`config.mk`:
```
export PLATFORM = sky130hd
export DESIGN_NAME = traffic_controller
export DESIGN_NICKNAME = d
export VERILOG_FILES = /design/src/rtl/tc_pkg.sv /design/src/rtl/tc_phase_timer.sv /design/src/rtl/traffic_controller.sv
export SDC_FILE = /design/constraint.sdc
export NUM_CORES = 1
export LEC_CHECK = 0
export ABC_CLOCK_PERIOD_IN_PS = 2100
export BUFFER_PORTS_ARGS = -buffer_cell sky130_fd_sc_hd__buf_2
export CORE_AREA = 2 2 39 41
export CTS_BUF_LIST = sky130_fd_sc_hd__clkbuf_2 sky130_fd_sc_hd__clkbuf_4 sky130_fd_sc_hd__clkbuf_8
export DETAILED_ROUTE_END_ITERATION = 12
export DIE_AREA = 0 0 41 43
export PLACE_DENSITY_LB_ADDON = 0.05
export SLEW_MARGIN = 0
export SYNTH_ARGS = -nofsm -noshare
export SYNTH_HDL_FRONTEND = slang
export SYNTH_SLANG_ARGS = --single-unit
```
`constraint.sdc`:
```
create_clock -name clk -period 2.1 [get_ports clk]
set_input_delay 0.21 -clock clk [delete_from_list [all_inputs] [get_ports clk]]
set_output_delay 0.21 -clock clk [all_outputs]
set_load 0.02 [all_outputs]
```
`src/rtl/tc_pkg.sv`:
```
// Shared types, lamp encodings and phase-duration lookup for the traffic controller.
// Optional feature macro: TC_ALL_RED_EN (adds the AR1/AR2 all-red phases).
package tc_pkg;

   localparam logic [2:0] RED = 3'b100;
   localparam logic [2:0] YEL = 3'b010;
   localparam logic [2:0] GRN = 3'b001;

   typedef enum logic [2:0] {
      S1 = 3'd0,
      S2 = 3'd1,
      S3 = 3'd2,
      S4 = 3'd3,
      S5 = 3'd4,
`ifdef TC_ALL_RED_EN
      S6  = 3'd5,
      AR1 = 3'd6,
      AR2 = 3'd7
`else
      S6 = 3'd5
`endif
   } phase_t;

   function automatic int unsigned phase_dur(input phase_t p,
                                             input int unsigned t_main,
                                             input int unsigned t_yel,
                                             input int unsigned t_turn,
                                             input int unsigned t_side,
                                             input int unsigned t_allred);
      int unsigned d;
      d = t_main;
      case (p)
         S1:         d = t_main;
         S2, S4, S6: d = t_yel;
         S3:         d = t_turn;
         S5:         d = t_side;
`ifdef TC_ALL_RED_EN
         AR1, AR2:   d = t_allred;
`endif
         default:    d = t_main;
      endcase
      return d;
   endfunction

endpackage

```
`src/rtl/tc_phase_timer.sv`:
```
// Phase cycle counter: counts clocks in the current phase, flags the last cycle,
// and restarts from zero whenever the controller loads a new phase.
module tc_phase_timer #(
   parameter int unsigned CNT_W = 4
) (
   input  logic             clk,
   input  logic             rst,
   input  logic             load,
   input  logic [CNT_W-1:0] dur,
   output logic             done
);

   logic [CNT_W-1:0] cnt;

   assign done = (cnt == dur - CNT_W'(1));

   always_ff @(posedge clk or negedge rst) begin
      if (!rst) begin
         cnt <= '0;
      end else if (load) begin
         cnt <= '0;
      end else begin
         cnt <= cnt + CNT_W'(1);
      end
   end

endmodule

```
`src/rtl/traffic_controller.sv`:
```
// Fixed-time four-signal intersection controller: Moore FSM over a 6-phase cycle.
// Define TC_ALL_RED_EN to insert an all-red phase after S4 and after S6.
module traffic_controller
   import tc_pkg::*;
#(
   parameter int unsigned TICKS_PER_SEC = 1,
   parameter int unsigned T_MAIN        = 7,
   parameter int unsigned T_YEL         = 2,
   parameter int unsigned T_TURN        = 5,
   parameter int unsigned T_SIDE        = 3,
   parameter int unsigned T_ALLRED      = 1
) (
   input  logic       clk,
   input  logic       rst,
   output logic [2:0] light_M1,
   output logic [2:0] light_Mt,
   output logic [2:0] light_M2,
   output logic [2:0] light_S
);

   localparam int unsigned MAX_A   = (T_MAIN > T_YEL)   ? T_MAIN : T_YEL;
   localparam int unsigned MAX_B   = (T_TURN > T_SIDE)  ? T_TURN : T_SIDE;
   localparam int unsigned MAX_AB  = (MAX_A > MAX_B)    ? MAX_A  : MAX_B;
   localparam int unsigned MAX_DUR = (MAX_AB > T_ALLRED) ? MAX_AB : T_ALLRED;
   localparam int unsigned CNT_W   = $clog2(MAX_DUR * TICKS_PER_SEC + 1);

   phase_t           state;
   phase_t           state_nxt;
   logic             done;
   logic             load;
   logic [CNT_W-1:0] dur_cycles;

   always_comb begin
      dur_cycles = CNT_W'(phase_dur(state, T_MAIN, T_YEL, T_TURN, T_SIDE, T_ALLRED)
                          * TICKS_PER_SEC);
   end

   // Any phase change, including recovery from a stray encoding, restarts the timer.
   assign load = (state_nxt != state);

   tc_phase_timer #(
      .CNT_W(CNT_W)
   ) u_timer (
      .clk  (clk),
      .rst  (rst),
      .load (load),
      .dur  (dur_cycles),
      .done (done)
   );

   always_ff @(posedge clk or negedge rst) begin
      if (!rst) begin
         state <= S1;
      end else begin
         state <= state_nxt;
      end
   end

   always_comb begin
      state_nxt = state;
      case (state)
         S1: if (done) state_nxt = S2;
         S2: if (done) state_nxt = S3;
         S3: if (done) state_nxt = S4;
`ifdef TC_ALL_RED_EN
         S4:  if (done) state_nxt = AR1;
         AR1: if (done) state_nxt = S5;
         S5:  if (done) state_nxt = S6;
         S6:  if (done) state_nxt = AR2;
         AR2: if (done) state_nxt = S1;
`else
         S4: if (done) state_nxt = S5;
         S5: if (done) state_nxt = S6;
         S6: if (done) state_nxt = S1;
`endif
         default: state_nxt = S1;
      endcase
   end

   // Lamps depend on the state register alone; everything not driven green/yellow is red.
   always_comb begin
      light_M1 = RED;
      light_Mt = RED;
      light_M2 = RED;
      light_S  = RED;
      case (state)
         S1: begin
            light_M1 = GRN;
            light_M2 = GRN;
         end
         S2: begin
            light_M1 = GRN;
            light_M2 = YEL;
         end
         S3: begin
            light_M1 = GRN;
            light_Mt = GRN;
         end
         S4: begin
            light_M1 = YEL;
            light_Mt = YEL;
         end
         S5: light_S = GRN;
         S6: light_S = YEL;
         default: ;
      endcase
   end

endmodule

```
==> run_results.csv <==
group,metric,value,unit
clock_tree,clkTransAtPathRegs,0.04,ns
detailed_routing,routed_wl,836,um
global_route,antenna_found_initial,0,
cells_and_area,fin_nets,60,
cells_and_area,finalCoreUtilization,0.361,
global_route,grt_usage,0.118,
sta,min_period_over_period,0.743,
cells_and_area,area_delta_synth_final,24.7,%
floorplan,dieArea,1760,um^2
place,post_dp_cell_area,467,um^2
floorplan,die_y,43,um
pwr,switching_share,0.181,
clock_tree,clk_latency,0.24,ns
global_route,first_global_vias,319,
global_route,grt_pass1_wl,1410,um
pwr,finalPower,223,uW
cells_and_area,drive_gt1_frac,0.364,
pwr,combPwrFrac,0.019,
place,hpwl,688,um
place,gp_congestion,0.666,
sta,slew_viol_final,0,
floorplan,rows,14,
sta,max_clock_freq,641,MHz
sta,skew,0.00272,ns
clock_tree,root_buffer,"clkbuf_4",
detailed_routing,vias,336,
detailed_routing,dr.pass1.iters,4,
sta,fin_ws,0.541,ns
worst_setup_path,worst_ep_required_time,2.20,ns
sta,min_period,1.56,ns
detailed_routing,ant_nets,0,
clock_tree,cts_buffers,3,
detailed_routing,drtIter0Drc,15,
floorplan,ios,14,
logic_synthesis,netlist_instances,42,
logic_synthesis,syn-cell-area,400,um^2
flow_run,cap_violations,0,
floorplan,initial_utilization,0.289,
global_route,grt_max_degree,12,
place,dp_worst_setup_slack,0.541,ns
sta,hold_violations,0,
cells_and_area,ff_latch_area,150,um^2
floorplan,core,1380,um^2
worst_setup_path,cp.arrival,1.66,ns
pwr,seqPwrFrac,0.521,
logic_synthesis,syn_area_per_cell,9.53,um^2
logic_synthesis,ys_ff_latch,6,
cells_and_area,fill_cells,145,
sta,tns,0,ns
cells_and_area,post-route-cell-area,499,um^2
detailed_routing,post_drt_wl_per_cell,11.8,um
worst_setup_path,crit_fanout,11,
place,portBuffers,13,
logic_synthesis,synth_seq_area_share,0.375,
clock_tree,post_cts_buffers,0,
cells_and_area,multiInputGateArea,224,um^2
sta,rsz0062_at_grt,"no",
worst_setup_path,cp-start-kind,"flip-flop",
detailed_routing,drt-vias-per-instance,4.73,
global_route,grt_overflow_total,0,
clock_tree,htree_num_levels,1,
pwr,power.density,446,nW/um^2
logic_synthesis,yosys_warnings,0,
floorplan,die_x,41,um
pwr,ir_worst_vdd,0.213,mV
cells_and_area,diodes,0,
hold_path,hold_class,"input port to asynchronous set/reset pin",
clock_tree,clock-sinks,6,
detailed_routing,drc,0,
sta,final-setup-viol-count,0,
worst_setup_path,critical_path_class,"flip-flop to flip-flop",
sta,worst_pin_slew,0.304,ns
logic_synthesis,synthDistinctLibCells,22,
clock_tree,hold_buffers,1,
clock_tree,cts-resized-gates,0,
pwr,power_switching,40.3,uW
pwr,internal_power,182,uW
pwr,p_clk_frac,0.460,
worst_setup_path,end_kind,"flip-flop",
logic_synthesis,synthesis.nets,45,
outcome,status,"finished, final reports clean",
clock_tree,cts_tree,"yes",
clock_tree,clock_path_buffers,2,
sta,max_slew_margin,0.794,
pwr,leakagePower,0.250,nW
[power groups by stage]
stage            logic, mW  registers (mW)  clock network [mW]
2_1_floorplan  0.000000109           0.118                   0
3_3_place_gp       0.00307           0.118                   0
3_5_place_dp       0.00311           0.118                   0
4_1_cts            0.00449           0.116               0.109
5_1_grt            0.00500           0.116               0.114
6_report           0.00426           0.116               0.102
[layout by cell type (no fill, tap or decap), drive strengths merged]
master       count
a2111oi          1
a21o             1
a21oi            1
a222oi           1
and4bb           1
buf             13
clkbuf           3
dfrtp            6
dlygate4sd3      1
ha               1
inv              2
mux2i            1
nand2b           3
nor2             8
nor3             1
nor4             1
nor4b            2
o21a             1
o21ai            2
or2              1
or3b             1
xnor2            2
xor2             1
[registers in the layout (all words and copies together) (netlist names)]
| register | flops |
|---|---|
| state | 3 |
| u_timer.cnt | 3 |
[per-stage QoR]
step	std cells	hold WS [ns]
2_1_floorplan	42	-0.0856
3_3_place_gp	67	0.0424
3_5_place_dp	67	0.0435
4_1_cts	71	0.313
5_1_grt	71	0.341
6_report	71	0.319
[critical path, cell delays in order, from the launching register on]
cell and delay [ns]:
dfrtp_1 0.48, or3b_4 0.43, a2111oi_4 0.40, nor4b_1 0.11
[final timing paths]
kind | startpoint | endpoint | slack (ns) | cells past startpoint
max | state[2] | u_timer.cnt[1] | 0.54 | 3
min | rst | u_timer.cnt[0] | 0.32 | 2
max reg2reg | state[2] | u_timer.cnt[1] | 0.54 | 3
min reg2reg | u_timer.cnt[0] | u_timer.cnt[0] | 0.60 | 1
max in group asynchronous | rst | state[2] | 1.63 | 2
min in group clk | u_timer.cnt[0] | u_timer.cnt[0] | 0.60 | 1
[cells in the mapped netlist (all sizes together)]
| master | n | area (um^2) |
|---|---|---|
| nor2 | 8 | 30.0 |
| dfrtp | 6 | 150 |
| buf | 3 | 15.0 |
| nand2b | 3 | 18.8 |
| inv | 2 | 7.51 |
| nor4b | 2 | 17.5 |
| o21ai | 2 | 10.0 |
| xnor2 | 2 | 17.5 |
| a2111oi | 1 | 27.5 |
| a21o | 1 | 7.51 |
| a21oi | 1 | 5.00 |
| a222oi | 1 | 10.0 |
| and4bb | 1 | 12.5 |
| clkbuf | 1 | 3.75 |
| ha | 1 | 12.5 |
| mux2i | 1 | 10.0 |
| nor3 | 1 | 5.00 |
| nor4 | 1 | 6.26 |
| o21a | 1 | 7.51 |
| or2 | 1 | 6.26 |
| or3b | 1 | 11.3 |
| xor2 | 1 | 8.76 |
[kinds of logic after synthesis]
family          count (synthesis)  synth area share
flops                           6             0.375
mux                             1            0.0250
buf+inv                         6            0.0656
simple gates                   18             0.269
compound gates                  7             0.169
xor+xnor                        3            0.0656
fa+ha+maj                       1            0.0312
[area by class of cell]
cell class,count,share of cell area
multi-input combinational,30,0.449
sequential,6,0.301
timing repair buffer,14,0.150
clock buffer,3,0.0451
tap,16,0.0401
inverter,2,0.0150
[routing by layer]
layer  up-vias  global-route usage  wire, um
met3         0              0.0314        30
met4         0              0.0600         0
met2         7               0.181       456
li1        171                   -         -
met5         -                   0         0
met1       158               0.145       349
(Power assumes the default switching activity.)
